[config.mk]
export PLATFORM = sky130hd
export DESIGN_NAME = mem_arbiter
export DESIGN_NICKNAME = d
export VERILOG_FILES = /design/src/rtl/npc_mem_pkg.sv /design/src/rtl/mem_align_chk.sv /design/src/rtl/mem_arbiter.sv
export SDC_FILE = /design/constraint.sdc
export NUM_CORES = 1
export LEC_CHECK = 0
export ABC_AREA = 1
export CELL_PAD_IN_SITES_DETAIL_PLACEMENT = 0
export CELL_PAD_IN_SITES_GLOBAL_PLACEMENT = 1
export CORE_AREA = 2 2 211 213
export DETAILED_ROUTE_END_ITERATION = 8
export DIE_AREA = 0 0 213 215
export GPL_ROUTABILITY_DRIVEN = 0
export GPL_TIMING_DRIVEN = 0
export PLACE_DENSITY = 0.79
export SYNTH_ARGS = -nofsm -noshare
export SYNTH_HDL_FRONTEND = slang
export SYNTH_SLANG_ARGS = --single-unit
[constraint.sdc]
create_clock -name clk -period 2.1 [get_ports clk]
set_clock_uncertainty 0.2 [all_clocks]
set_input_delay 0.315 -clock clk [delete_from_list [all_inputs] [get_ports clk]]
set_output_delay 0.315 -clock clk [all_outputs]
set_load 0.01 [all_outputs]
[src/rtl/npc_mem_pkg.sv]
// Shared definitions for the core's data-memory port: size masks, arbiter
// state encoding and requester identifiers.
package npc_mem_pkg;

    localparam logic [3:0] MASK_D = 4'b0001;
    localparam logic [3:0] MASK_W = 4'b0010;
    localparam logic [3:0] MASK_H = 4'b0100;
    localparam logic [3:0] MASK_B = 4'b1000;

    typedef enum logic [1:0] {
        IDLE   = 2'd0,
        ACCESS = 2'd1,
        RESP   = 2'd2
    } state_t;

    typedef enum logic {
        REQ_IFU = 1'b0,
        REQ_LSU = 1'b1
    } req_id_t;

endpackage

[src/rtl/mem_align_chk.sv]
// Size/alignment legality of a memory access: the mask must be one-hot and
// the low address bits must be zero for the selected access size.
module mem_align_chk
    import npc_mem_pkg::*;
(
    input  logic [3:0] mask,
    input  logic [2:0] addr,
    output logic       legal
);

    always_comb begin
        legal = 1'b0;
        case (mask)
            MASK_D:  legal = (addr == 3'b000);
            MASK_W:  legal = (addr[1:0] == 2'b00);
            MASK_H:  legal = ~addr[0];
            MASK_B:  legal = 1'b1;
            default: legal = 1'b0;
        endcase
    end

endmodule

[src/rtl/mem_arbiter.sv]
// Round-robin arbiter between instruction fetch and load/store for the single
// data-memory port; one transaction in flight, one enable cycle per access.
module mem_arbiter
    import npc_mem_pkg::*;
#(
    parameter int MEM_LAT = 1
) (
    input  logic        clk,
    input  logic        rst_n,
    input  logic        ifu_req_valid,
    output logic        ifu_req_ready,
    input  logic [63:0] ifu_addr,
    output logic        ifu_resp_valid,
    input  logic        ifu_resp_ready,
    output logic [63:0] ifu_rdata,
    output logic        ifu_err,
    input  logic        lsu_req_valid,
    output logic        lsu_req_ready,
    input  logic        lsu_wen,
    input  logic [3:0]  lsu_mask,
    input  logic [63:0] lsu_addr,
    input  logic [63:0] lsu_wdata,
    output logic        lsu_resp_valid,
    input  logic        lsu_resp_ready,
    output logic [63:0] lsu_rdata,
    output logic        lsu_err,
    output logic        mem_ena,
    output logic        mem_wen,
    output logic [3:0]  mem_mask,
    output logic [63:0] mem_addr,
    output logic [63:0] mem_wdata,
    input  logic [63:0] mem_rdata
);

    localparam int CNT_W = (MEM_LAT > 1) ? $clog2(MEM_LAT) : 1;

    state_t            state, state_nxt;
    req_id_t           last_grant, req;
    logic [CNT_W-1:0]  cnt;
    logic [63:0]       addr_q, wdata_q, rdata_q;
    logic [3:0]        mask_q;
    logic              wen_q, err_q;

    logic              grant_ifu, grant_lsu;
    logic              acc_ifu, acc_lsu, accept;
    logic              legal, mem_fire, resp_hs;
    logic [3:0]        chk_mask;
    logic [2:0]        chk_addr;

    // On a tie the requester that was not served last wins.
    assign grant_lsu = lsu_req_valid && (!ifu_req_valid || last_grant == REQ_IFU);
    assign grant_ifu = ifu_req_valid && !grant_lsu;

    assign acc_ifu  = ifu_req_valid && ifu_req_ready;
    assign acc_lsu  = lsu_req_valid && lsu_req_ready;
    assign accept   = acc_ifu || acc_lsu;
    assign chk_mask = acc_lsu ? lsu_mask : MASK_W;
    assign chk_addr = acc_lsu ? lsu_addr[2:0] : ifu_addr[2:0];
    assign mem_fire = (state == ACCESS) && (cnt == '0);
    assign resp_hs  = (state == RESP) &&
                      ((req == REQ_IFU) ? ifu_resp_ready : lsu_resp_ready);

    mem_align_chk u_align_chk (
        .mask  (chk_mask),
        .addr  (chk_addr),
        .legal (legal)
    );

    always_ff @(posedge clk) begin
        if (!rst_n) state <= IDLE;
        else        state <= state_nxt;
    end

    always_comb begin
        state_nxt = state;
        case (state)
            IDLE:    if (accept)  state_nxt = legal ? ACCESS : RESP;
            ACCESS:  if (mem_fire) state_nxt = RESP;
            RESP:    if (resp_hs) state_nxt = IDLE;
            default: state_nxt = IDLE;
        endcase
    end

    always_ff @(posedge clk) begin
        if (!rst_n) begin
            last_grant <= REQ_IFU;
            req        <= REQ_IFU;
            cnt        <= '0;
            addr_q     <= '0;
            wdata_q    <= '0;
            rdata_q    <= '0;
            mask_q     <= '0;
            wen_q      <= 1'b0;
            err_q      <= 1'b0;
        end else begin
            if (accept) begin
                req     <= acc_lsu ? REQ_LSU : REQ_IFU;
                addr_q  <= acc_lsu ? lsu_addr : ifu_addr;
                mask_q  <= chk_mask;
                wen_q   <= acc_lsu && lsu_wen;
                wdata_q <= acc_lsu ? lsu_wdata : 64'd0;
                cnt     <= CNT_W'(MEM_LAT - 1);
                err_q   <= !legal;
                rdata_q <= '0;
            end
            if (state == ACCESS) begin
                if (cnt == '0) rdata_q <= wen_q ? 64'd0 : mem_rdata;
                else           cnt     <= cnt - CNT_W'(1);
            end
            if (resp_hs) last_grant <= req;
        end
    end

    // Ready is gated by reset so every output reads 0 while reset is held.
    always_comb begin
        ifu_req_ready  = rst_n && (state == IDLE) && grant_ifu;
        lsu_req_ready  = rst_n && (state == IDLE) && grant_lsu;
        ifu_resp_valid = 1'b0;
        ifu_rdata      = '0;
        ifu_err        = 1'b0;
        lsu_resp_valid = 1'b0;
        lsu_rdata      = '0;
        lsu_err        = 1'b0;
        mem_ena        = 1'b0;
        mem_wen        = 1'b0;
        mem_mask       = '0;
        mem_addr       = '0;
        mem_wdata      = '0;
        if (mem_fire) begin
            mem_ena   = 1'b1;
            mem_wen   = wen_q;
            mem_mask  = mask_q;
            mem_addr  = addr_q;
            mem_wdata = wdata_q;
        end
        if (state == RESP) begin
            if (req == REQ_IFU) begin
                ifu_resp_valid = 1'b1;
                ifu_rdata      = rdata_q;
                ifu_err        = err_q;
            end else begin
                lsu_resp_valid = 1'b1;
                lsu_rdata      = rdata_q;
                lsu_err        = err_q;
            end
        end
    end

endmodule

# Word level (Yosys, flattened, before mapping)
# Index checks and enable logic that the tools add are counted.
# classes
n_addsub,1
n_eq_ne,9
muxes,36
n_bitwise,3
reduce_logical,19
# ops
cell,count
two-way mux 64 bit,12
two-way mux 1 bit,15
logical AND 1 bit,10
two-way mux 2 bit,4
two-way mux 4 bit,2
!= test 2 bit (second input constant),3
case mux 2 bit (3 select lines),1
equality test 4 x 1 -> 1 bit (second input constant),1
equality test 4 x 2 -> 1 bit (second input constant),1
equality test 4 x 3 -> 1 bit (second input constant),1
equality test 4 bit (second input constant),1
logical NOT 2 bit,2
case mux 1 bit (4 select lines),1
logical NOT 1 bit,3
logical NOT 3 bit,1
two-way mux 3 bit,1
NOT 1 bit,3
AND reduction 3 bit,1
equality test 2 x 1 -> 1 bit (second input constant),1
equality test 2 bit (second input constant),1
logical OR 1 bit,2
subtractor 1 bit (second input constant),1
# totals
regBits,203
inputBits,267
out_inout_bits,268
word_cells,78

# Longest topological paths before layout
# Gate-level depths: netlist (run 1).
# depth
word_depth,11
depth_mapped,12
depth_no_buf,11

# Hierarchy
# From an unflattened synthesis (run 1), not the netlist that was laid out.
# hier_totals
cells_unflattened,1638
hier_area_um2,10060.9
# modules_own_cells
module,instances,cells_per_inst,area_each_um2,seq_area_each_um2
mem_arbiter,1,1624,10004.6,4063.9
mem_align_chk,1,14,56.3,0.0

# Worst setup path after synthesis (run 1)
# No wires, ideal clock.
# synth_path
kind,flip-flop to output port
start,register state[1]
end,output ifu_rdata[13]
arrival_ns,1.489
t_required_ns,1.585
path_slack_ns,0.096
path_stages_with_launch,9
n_path_buf,2
path_cell_list,dfxtp_1 inv_1 nor2_1 inv_1 nor2_1 inv_1 clkbuf_1 clkbuf_1 nor2_1
# synth_between
elab_chain_cells,2
# synth_lines
item,line,source
"start, declared",mem_arbiter.sv:37,"state_t state, state_nxt;"
"start signal, assigned",mem_arbiter.sv:71,else state <= state_nxt;
equality test 2 bit,mem_arbiter.sv:136,if (state == RESP) begin
two-way mux 64 bit,mem_arbiter.sv:136,
"end, declared",mem_arbiter.sv:15,"output logic [63:0] ifu_rdata,"
# Every way passes these cells.

# Final worst setup path (run 1)
# layout_path
start,register state[1]
end,output ifu_rdata[35]
# Same word-level chain as after synthesis.

==> results of run 1 <==
[worst reg2reg max path: cells and delay by family (launching register included)]
kind | cells | cell delay [ns]
compound gates | 1 | 0.17
buf+inv | 3 | 0.87
flops | 1 | 0.34
simple gates | 5 | 0.65
[per-stage QoR]
| step | total power, mW | instances | setup WS (ns) |
|---|---|---|---|
| CTS | 11.4 | 2681 | -0.464 |
| detailed placement | 6.79 | 2627 | -1.63 |
| finish | 11.8 | 2718 | -0.364 |
| floorplan | 5.62 | 1501 | 0.0961 |
| global placement | 6.76 | 2627 | -1.59 |
| global route | 12.4 | 2717 | -0.430 |
[report_power, final]
group,internal (mW),switching (mW)
logic,1.38,1.72
registers,4.19,0.177
clock network,2.63,1.72
[flip-flops by register name, summed over array words and instances (netlist names), 2 cells and up]
name,count
state,2
addr_q,64
wdata_q,64
mask_q,4
rdata_q,64
[kinds of logic (layout without fill, tap and decap cells)]
group           after synthesis  in the layout
simple gates                701            701
buf+inv                     326            949
compound gates              271            271
flops                       203            203
other cells                   0              2
[metal layers]
layer  vias up  share of wire, %  global-route usage (%)
li1       5856                 -                       -
met1      5494                39                    20.7
met2       450                51                    33.1
met3        80               7.6                    4.41
met4         2               3.1                    6.48
met5         -             0.028                       0
[cells in the final DEF, fill, tap and decap left out, drive strengths merged]
cell | Yosys | final
nand3 | 69 | 69
buf | 42 | 356
dlygate4sd2 | 0 | 2
clkdlybuf4s15 | 0 | 2
o31ai | 1 | 1
nor2 | 279 | 279
o21ai | 67 | 67
clkinv | 0 | 5
nand3b | 2 | 2
diode | 0 | 2
bufinv | 0 | 2
dfxtp | 203 | 203
nand2 | 350 | 350
a21oi | 139 | 139
nor4 | 1 | 1
a211oi | 1 | 1
clkbuf | 70 | 101
inv | 214 | 215
clkdlybuf4s50 | 0 | 266
a31oi | 63 | 63
[area by class of cell]
class	count	share of cell area, %
Antenna cell	2	0.0281
Buffer	112	5.65
Clock buffer	35	4.06
Clock inverter	8	0.526
Inverter	214	4.59
Multi-Input combinational cell	972	28.9
Sequential cell	203	22.8
Tap cell	592	4.15
Timing Repair Buffer	580	29.2
[cell usage after synthesis (6+ instances only)]
master	count	share of area, %
dfxtp_1	203	43
buf_1	6	0.24
o21ai_0	64	3.4
buf_2	32	1.7
nor2_1	277	11
clkbuf_1	70	2.8
a31oi_1	63	4.1
inv_1	211	8.3
a21oi_1	139	7.3
nand3_1	69	3.6
nand2_1	348	14
[worst max path at each step]
stage             start  slack [ns]       endpoint
2_1_floorplan  state[1]         0.1  ifu_rdata[13]
3_3_place_gp   state[0]       -1.59  mem_wdata[60]
3_5_place_dp   state[0]       -1.63    mem_addr[2]
4_1_cts        state[1]       -0.46  ifu_rdata[29]
5_1_grt        state[0]       -0.43  mem_wdata[42]
6_report       state[1]       -0.36  ifu_rdata[35]
[what timing repair did]
item,in CTS,in global routing
pin swaps,6,8
cloned,3,17
endpoints found under the setup margin,469,456
buffers inserted,8,18
resized for setup,1094,543
==> results.py, run 1 <==
metrics = {
    "worst_setup_path": {
        "critPathBufInv": 6,
        "reg2reg_depth": 9,
        "critPathKind": "reg2out",
        "start_kind": "register",
        "critPathRequiredTime_ns": 1.58,
        "slowest_stage": "dfxtp_4",
        "r2r-end": "rdata_q[62]",
        "path_max_fanout": 5,
        "max_stage_delay_ns": 0.38,
        "crit_path_end_kind": "output port",
        "r2r_slack_ns": -0.19,
        "arrival_ns": 1.95,
        "crit_family": "buffers and inverters",
        "timing.rr.start": "last_grant",
        "worst-path-stages": 9,
        "crit_chain": "inv_2 > nor2_2 > inv_2 > nor2_4 > inv_4 > clkbuf_16 > clkbuf_16 > nor2_4 > buf_6",
    },
    "floorplanning": {
        "start_util_pct": 21.8,
        "die_height_um": 215,
        "ioPinCount": 535,
        "dieWidth_um": 213,
        "num_rows": 77,
        "die-area_um2": 45800,
        "core_area_um2": 43600,
    },
    "synth": {
        "post_synth_fa_ha_maj_area_fraction_pct": 0,
        "syn-instance-count": 1501,
        "synth_top_family_by_area": "simple AND/OR/NAND/NOR gates",
        "synth.area.mux_share_pct": 0,
        "synth_xor_area_share_pct": 0,
        "ys_warn_count": 0,
        "async_reset_ff_share_pct": 0,
        "synth-edff-count": 0,
        "synth_ff_type": "dfxtp_1",
        "synth_nets": 1768,
        "synth_seq_cells": 203,
        "synth-compound-area-share_pct": 15.1,
        "synth_area_um2": 9530,
        "syn_avg_cell_area_um2": 6.35,
        "synth-simple-area-share_pct": 28.8,
        "synth-seq-area-share_pct": 42.6,
        "ys_types": 21,
    },
    "job": {
        "cap_viol_max_count": 0,
    },
    "detailed_routing": {
        "firstDrtPassIters": 5,
        "vias": 11900,
        "vias_per_cell": 4.37,
        "first_iter_violations": 476,
        "wl_per_cell_um": 17.0,
        "drtAntennaViolNets": 0,
        "drc": 0,
        "finalWirelength_mm": 46.2,
    },
    "cells_and_area": {
        "multi_input_area_um2": 5160,
        "final_area_um2": 17800,
        "drive_gt1_share_pct": 29.3,
        "finalNetCount": 2375,
        "area_growth_pct": 87.1,
        "nFillCells": 4598,
        "fin_util_pct": 40.9,
        "regArea_um2": 4070,
    },
    "clock_tree": {
        "cts_buffer_depth": 3,
        "clock_latency_ns": 0.53,
        "hold_buffers": 0,
        "h-tree-depth": 1,
        "clkTransAtPathRegs_ns": 0.06,
        "numCtsBuffers": 25,
        "cts_num_sinks": 203,
        "cts_tree": "yes",
        "clock-root-buffer": "clkbuf_16",
    },
    "hold_path": {
        "hold_path.class": "in2reg",
        "hold_depth": 3,
        "holdPathEnd": "wdata_q[27]",
        "hp-start": "lsu_wdata[27]",
    },
    "timing": {
        "tightest_slew_ns": 0.765,
        "final.setup.tns_ns": -75.15,
        "hold_violations": 0,
        "rsz0062_at_grt": "true",
        "hold_ws_ns": 0.142,
        "setup_violations": 364,
        "slew_headroom_pct": 49.0,
        "drv_slew": 0,
        "fmax_mhz": 406,
        "setup_ws_ns": -0.364,
        "fin_crit_ns": 2.46,
        "period_share_pct": 117,
    },
    "power_and_ir_drop": {
        "power_density_nw_per_um2": 663,
        "p_leak_nw": 6.90,
        "vdd.ir_drop.worst_mv": 0.513,
    },
    "outcome": {
        "failed_checks": "negative setup slack",
        "status": "finished, violations left",
    },
    "placement": {
        "place_area_um2": 15600,
        "port_buffers": 534,
        "dp_hpwl_mm": 34.4,
    },
    "global_routing": {
        "grt_overflow": 0,
        "antenna_found_initial": 3,
        "grt_pass1_vias": 11400,
        "grt_use_total_pct": 18.3,
        "grt_max_degree": 13,
        "grt_pass1_wl_mm": 64.5,
    },
}
Power figures use the tool's default switching activity.
==> inputs of run 2 (changes only) <==
CORE_AREA = 2 2 206 208   (was 2 2 211 213)
DIE_AREA = 0 0 208 210   (was 0 0 213 215)
PLACE_DENSITY = 0.84   (was 0.79)
SYNTH_HIERARCHICAL = 1   (was unset)
==> run 2 against run 1 <==
  * The run still ends with negative setup slack left
  * Final cell count up 2.8%
  * Utilization up 1.4 points
  * Fmax increased by 2.0%
  * Die area fell by 4.6%
==> results.py, run 2 <==
metrics = {
    "cells_and_area": {
        "fin_util_pct": 42.3,
        "antenna_cells": 0,
        "fin_cells": 2795,
        "layout_common_cells": "nand2_1 (397), nor2_1 (294), clkdlybuf4s50_1 (265), buf_2 (211), inv_1 (210)",
        "finalNetCount": 2505,
        "drive_gt1_share_pct": 24.6,
        "area_growth_pct": 74.3,
        "final_area_um2": 17500,
        "reg_top3": "addr_q: 64 flops, rdata_q: 64 flops, wdata_q: 64 flops",
        "layout_commonest_cell": "nand2_1",
    },
    "outcome": {
        "failed_checks": "negative setup slack",
        "status": "finished, violations left",
    },
    "clock_tree": {
        "clock_latency_ns": 0.52,
        "h-tree-depth": 1,
        "clock-root-buffer": "clkbuf_16",
        "numCtsBuffers": 24,
        "cts_tree": "yes",
        "cts_num_sinks": 203,
        "clkTransAtPathRegs_ns": 0.06,
        "hold_buffers": 0,
        "cts_buffer_depth": 3,
    },
    "timing": {
        "fin_crit_ns": 2.42,
        "fmax_mhz": 414,
        "tightest_slew_ns": 0.844,
        "drv_slew": 0,
        "slew_headroom_pct": 43.8,
        "setup_ws_ns": -0.315,
        "final.setup.tns_ns": -66.06,
        "period_share_pct": 115,
        "hold_ws_ns": 0.148,
        "hold_violations": 0,
        "setup_violations": 354,
        "rsz0062_at_grt": "true",
    },
    "worst_setup_path": {
        "critPathRequiredTime_ns": 1.58,
        "crit_family": "buffers and inverters",
        "start_kind": "register",
        "slowest_stage": "dfxtp_2",
        "worst-path-stages": 10,
        "path_max_fanout": 10,
        "crit_path_end_kind": "output port",
        "critPathBufInv": 7,
        "reg2reg_depth": 12,
        "crit_chain": "inv_4 > nor2_4 > inv_2 > nor2_4 > inv_4 > buf_6 > buf_12 > buf_12 > nor2_1 > buf_2",
        "arrival_ns": 1.90,
        "critPathKind": "reg2out",
        "r2r_slack_ns": -0.17,
        "max_stage_delay_ns": 0.36,
    },
    "detailed_routing": {
        "vias": 12300,
        "drc": 0,
        "finalWirelength_mm": 46.0,
        "firstDrtPassIters": 6,
        "wl_per_cell_um": 16.5,
        "first_iter_violations": 543,
        "vias_per_cell": 4.40,
        "drtAntennaViolNets": 0,
    },
    "synth": {
        "synth_area_leader_cell": "dfxtp_1",
        "async_reset_ff_share_pct": 0,
        "synth_area_um2": 10100,
        "synthTopCellsByCount": "nand2_1 (410), nor2_1 (401), inv_1 (217), dfxtp_1 (203), a21oi_1 (139)",
        "synth-edff-count": 0,
        "synth_nets": 1905,
        "synth.top_cells.by_area": "dfxtp_1 (40%), nand2_1 (15%), nor2_1 (15%)",
        "ys_warn_count": 6,
        "synth.most_common_cell": "nand2_1",
        "syn-instance-count": 1638,
        "synth_top_area_share_pct": 40.4,
        "ys_types": 20,
        "synth_seq_cells": 203,
        "syn_avg_cell_area_um2": 6.14,
        "synth-seq-area-share_pct": 40.4,
        "synth_ff_type": "dfxtp_1",
    },
    "global_routing": {
        "grt_use_total_pct": 19.8,
        "met2_usage_pct": 35.9,
        "grt.busiest_layer": "met2",
        "grt_pass1_vias": 12200,
        "grt_pass1_wl_mm": 68.4,
        "grt_use_met1_pct": 22.8,
        "antenna_found_initial": 1,
        "grt_max_degree": 13,
        "globalRouteMet3Util_pct": 4.81,
        "grt_overflow": 0,
    },
    "power_and_ir_drop": {
        "finalPower_mw": 12.9,
        "power_density_nw_per_um2": 736,
        "p_leak_nw": 7.42,
        "vdd.ir_drop.worst_mv": 0.525,
    },
    "placement": {
        "place_inst": 2710,
        "place_area_um2": 16100,
        "place_ws_ns": -1.14,
        "dp_hpwl_mm": 35.1,
        "port_buffers": 533,
    },
    "hold_path": {
        "hold_depth": 5,
        "hold_path.class": "in2reg",
    },
    "floorplanning": {
        "core_area_um2": 41500,
        "ioPinCount": 535,
        "die-area_um2": 43700,
        "die_height_um": 210,
        "dieWidth_um": 208,
        "start_util_pct": 24.3,
        "num_rows": 75,
    },
    "job": {
        "cap_viol_max_count": 0,
    },
}
run 2: path summary, 6_finish.rpt:
check / from / end
hold reg to reg: wdata_q[10] / wdata_q[10]
hold / removal: rst_n / req
setup / recovery: state[1] / lsu_rdata[57]
setup reg to reg: state[1] / addr_q[61]
run 2: worst register-to-register path, stage by stage, from the launching register on:
cell and delay, ns:
dfxtp_2 0.34, buf_4 0.14, nor2_4 0.14, buf_4 0.13, buf_6 0.08, nand3_4 0.08, buf_4 0.15, nand2_2 0.16
inv_2 0.14, buf_6 0.20, buf_4 0.20, nor2_1 0.13, nor2_1 0.06
run 2: cell families after synthesis:
logic type | count (synthesis) | share of synthesized area [%]
buffers and inverters | 341 | 14.2
AOI/OAI and AO/OA | 207 | 10.3
and+or+nand+nor | 887 | 35.1
DFF | 203 | 40.4
run 2: repair_timing:
item | 4_1_cts | 5_1_grt
cloned | 4 | 2
endpoints found under the setup margin | 341 | 400
pin swaps | 7 | 16
gates resized for setup | 1187 | 208
setup buffers | 17 | 21
run 2: final cells by class:
type                            count  area [um2]
Clock inverter                     11         108
Multi-Input combinational cell   1094        5220
Sequential cell                   203        4070
Clock buffer                       33         696
Timing Repair Buffer              575        4910
Fill cell                        4372       23900
Buffer                            118        1010
Inverter                          222         843
Tap cell                          539         674
run 2: report_power, final:
part | switching [mW] | leakage, nW | internal (mW)
sequential | 0.226 | 1.66 | 4.29
combinational | 2.35 | 5.36 | 1.78
clock | 1.70 | 0.401 | 2.56
total | 4.28 | 7.42 | 8.63
run 2: routing by layer:
| metal | vias to the layer above | part of all wire, % | routed length, um |
|---|---|---|---|
| li1 | 6163 | - | - |
| met1 | 5596 | 40 | 18300 |
| met5 | - | 0.028 | 13 |
| met2 | 461 | 49 | 22700 |
| met3 | 82 | 7.4 | 3390 |
| met4 | 2 | 3.6 | 1680 |
==> inputs of run 3 (changes only) <==
--- a/config.mk
+++ b/config.mk
@@ -9,10 +9,10 @@
 export CELL_PAD_IN_SITES_DETAIL_PLACEMENT = 0
 export CELL_PAD_IN_SITES_GLOBAL_PLACEMENT = 1
-export CORE_AREA = 2 2 206 208
+export CORE_AREA = 2 2 211 213
 export DETAILED_ROUTE_END_ITERATION = 8
-export DIE_AREA = 0 0 208 210
+export DIE_AREA = 0 0 213 215
 export GPL_ROUTABILITY_DRIVEN = 0
 export GPL_TIMING_DRIVEN = 0
-export PLACE_DENSITY = 0.84
+export PLACE_DENSITY = 0.81
 export SYNTH_ARGS = -nofsm -noshare
 export SYNTH_HDL_FRONTEND = slang
==> constraint.sdc (replaced) <==
create_clock -name clk -period 3 [get_ports clk]
set_clock_uncertainty 0.2 [all_clocks]
set_input_delay 0.9 -clock clk [delete_from_list [all_inputs] [get_ports clk]]
set_output_delay 0.9 -clock clk [all_outputs]
set_load 0.01 [all_outputs]
==> run 3 against run 2 <==
  * The flow still finishes with violations (negative setup slack)
  * Non-clock buffer count decreased by 20
  * Global-route usage decreased by 0.29 points
  * Design area decreased by 3.8%
  * Clock power decreased by 30%
  * Hold slack improved by 0.11 ns
  * Utilization decreased by 3.6 points
  * Count of clock-buffer cells in the layout unchanged
  * Wire length increased by 1.1%
  * Final cell count increased by 1.2%
  * Worst setup slack improved by 0.31 ns
  * Power decreased by 32%
  * Register-to-register slack improved by 0.43 ns
==> results.py, run 3 (same netlist as run 2, synthesis figures left out) <==
metrics = {
    "placement": {
        "dp_hpwl_mm": 36.2,
        "port_buffers": 533,
        "place_area_um2": 16100,
        "place_ws_ns": -1.32,
        "place_inst": 2763,
    },
    "cells_and_area": {
        "area_growth_pct": 67.6,
        "fin_cells": 2829,
        "layout_common_cells": "nand2_1 (407), nor2_1 (305), clkdlybuf4s50_1 (263), inv_1 (215), dfxtp_1 (201)",
        "final_area_um2": 16900,
        "finalNetCount": 2486,
        "reg_top3": "addr_q: 64 flops, rdata_q: 64 flops, wdata_q: 64 flops",
        "layout_commonest_cell": "nand2_1",
        "drive_gt1_share_pct": 21.9,
        "fin_util_pct": 38.6,
    },
    "worst_setup_path": {
        "start_kind": "register",
        "reg2reg_depth": 15,
        "arrival_ns": 1.90,
        "r2r_slack_ns": 0.26,
        "crit_path_end_kind": "output port",
        "path_max_fanout": 10,
        "timing.rr.start": "state[1]",
        "r2r-end": "state[1]",
        "critPathKind": "reg2out",
        "critPathRequiredTime_ns": 1.90,
    },
    "outcome": {
        "failed_checks": "negative setup slack",
        "status": "finished, violations left",
    },
    "timing": {
        "slew_headroom_pct": 46.9,
        "setup_violations": 1,
        "setup_ws_ns": -0.00357,
        "fmax_mhz": 333,
        "hold_ws_ns": 0.261,
        "rsz0062_at_grt": "true",
        "fin_crit_ns": 3.00,
        "tightest_slew_ns": 0.796,
        "drv_slew": 0,
        "final.setup.tns_ns": -0.00357,
        "hold_violations": 0,
        "period_share_pct": 100,
    },
    "clock_tree": {
        "clock-root-buffer": "clkbuf_16",
        "clkTransAtPathRegs_ns": 0.06,
        "clock_latency_ns": 0.53,
        "cts_num_sinks": 203,
        "cts_tree": "yes",
        "h-tree-depth": 1,
        "cts_buffer_depth": 3,
        "numCtsBuffers": 25,
        "hold_buffers": 0,
    },
    "floorplanning": {
        "dieWidth_um": 213,
        "die-area_um2": 45800,
        "core_area_um2": 43600,
        "ioPinCount": 535,
        "start_util_pct": 23.1,
        "num_rows": 77,
        "die_height_um": 215,
    },
    "global_routing": {
        "grt_use_total_pct": 19.5,
        "grt_pass1_wl_mm": 69.5,
        "grt_max_degree": 13,
        "grt_overflow": 0,
        "grt_pass1_vias": 12300,
        "antenna_found_initial": 4,
    },
    "hold_path": {
        "hold_path.class": "reg2reg",
        "hold_depth": 2,
        "hp-start": "wdata_q[40]",
        "holdPathEnd": "wdata_q[40]",
    },
    "job": {
        "cap_viol_max_count": 0,
    },
    "power_and_ir_drop": {
        "p_leak_nw": 7.17,
        "finalPower_mw": 8.78,
        "vdd.ir_drop.worst_mv": 0.388,
        "power_density_nw_per_um2": 521,
    },
    "detailed_routing": {
        "vias": 12200,
        "drc": 0,
        "drtAntennaViolNets": 0,
        "first_iter_violations": 521,
        "vias_per_cell": 4.33,
        "firstDrtPassIters": 5,
        "finalWirelength_mm": 46.5,
        "wl_per_cell_um": 16.4,
    },
}
## run 3: cell count changes in the layout (fill, tap and decap cells not counted), sizes merged
cell,change
clkinv,-2
buf,-72
clkdlybuf4s15,+6
inv,+2
clkbuf,+40
clkdlybuf4s50,-2
diode,+1
dlygate4sd2,+8
## run 3: worst max-delay path by stage
| stage | startpoint | cells after the start | end |
|---|---|---|---|
| floorplan | rst_n | 4 | ifu_req_ready |
| detailed placement | lsu_req_valid | 6 | lsu_req_ready |
| global route | state[1] | 9 | mem_addr[31] |
| global placement | lsu_req_valid | 6 | lsu_req_ready |
| CTS | state[1] | 6 | ifu_req_ready |
| finish | state[1] | 9 | lsu_rdata[36] |
## run 3: per-layer routing
layer / wire [um] / vias up / global-route usage [%]
met5: 44 / - / 0
met4: 1350 / 6 / 6.22
met3: 3640 / 79 / 4.88
met2: 23000 / 424 / 35.9
met1: 18400 / 5603 / 21.8
li1: - / 6133 / -
## run 3: power breakdown
| group | switching (mW) | leakage [nW] | internal (mW) |
|---|---|---|---|
| clock | 1.23 | 0.396 | 1.78 |
| sequential | 0.155 | 1.66 | 3.01 |
| combinational | 1.54 | 5.11 | 1.08 |
## run 3: critical path: stages, from the launching register on
cell     delay [ns]
dfxtp_2        0.35
inv_4          0.05
nor2_4         0.17
inv_2          0.06
nor2_4         0.12
inv_2          0.06
buf_12         0.15
buf_8          0.15
nor2_1         0.11
buf_2          0.15
## run 3: area by class of cell
class,instances,area (um2)
clock buffers,33,686
clock inverters,11,115
multi-input cells,1094,4980
diodes,1,2.50
inverters,222,838
fillers,4777,26800
well taps,592,741
plain buffers,117,886
repair buffers,556,4540
flip-flops and latches,203,4070
## run 3: timing repair
| item | in CTS | in global routing |
|---|---|---|
| hold endpoints to repair | 0 | 0 |
| pin swaps | 2 | 5 |
| setup endpoints to repair | 271 | 195 |
| cloned | 1 | 0 |
| gates resized for setup | 907 | 275 |
| setup buffers | 15 | 7 |
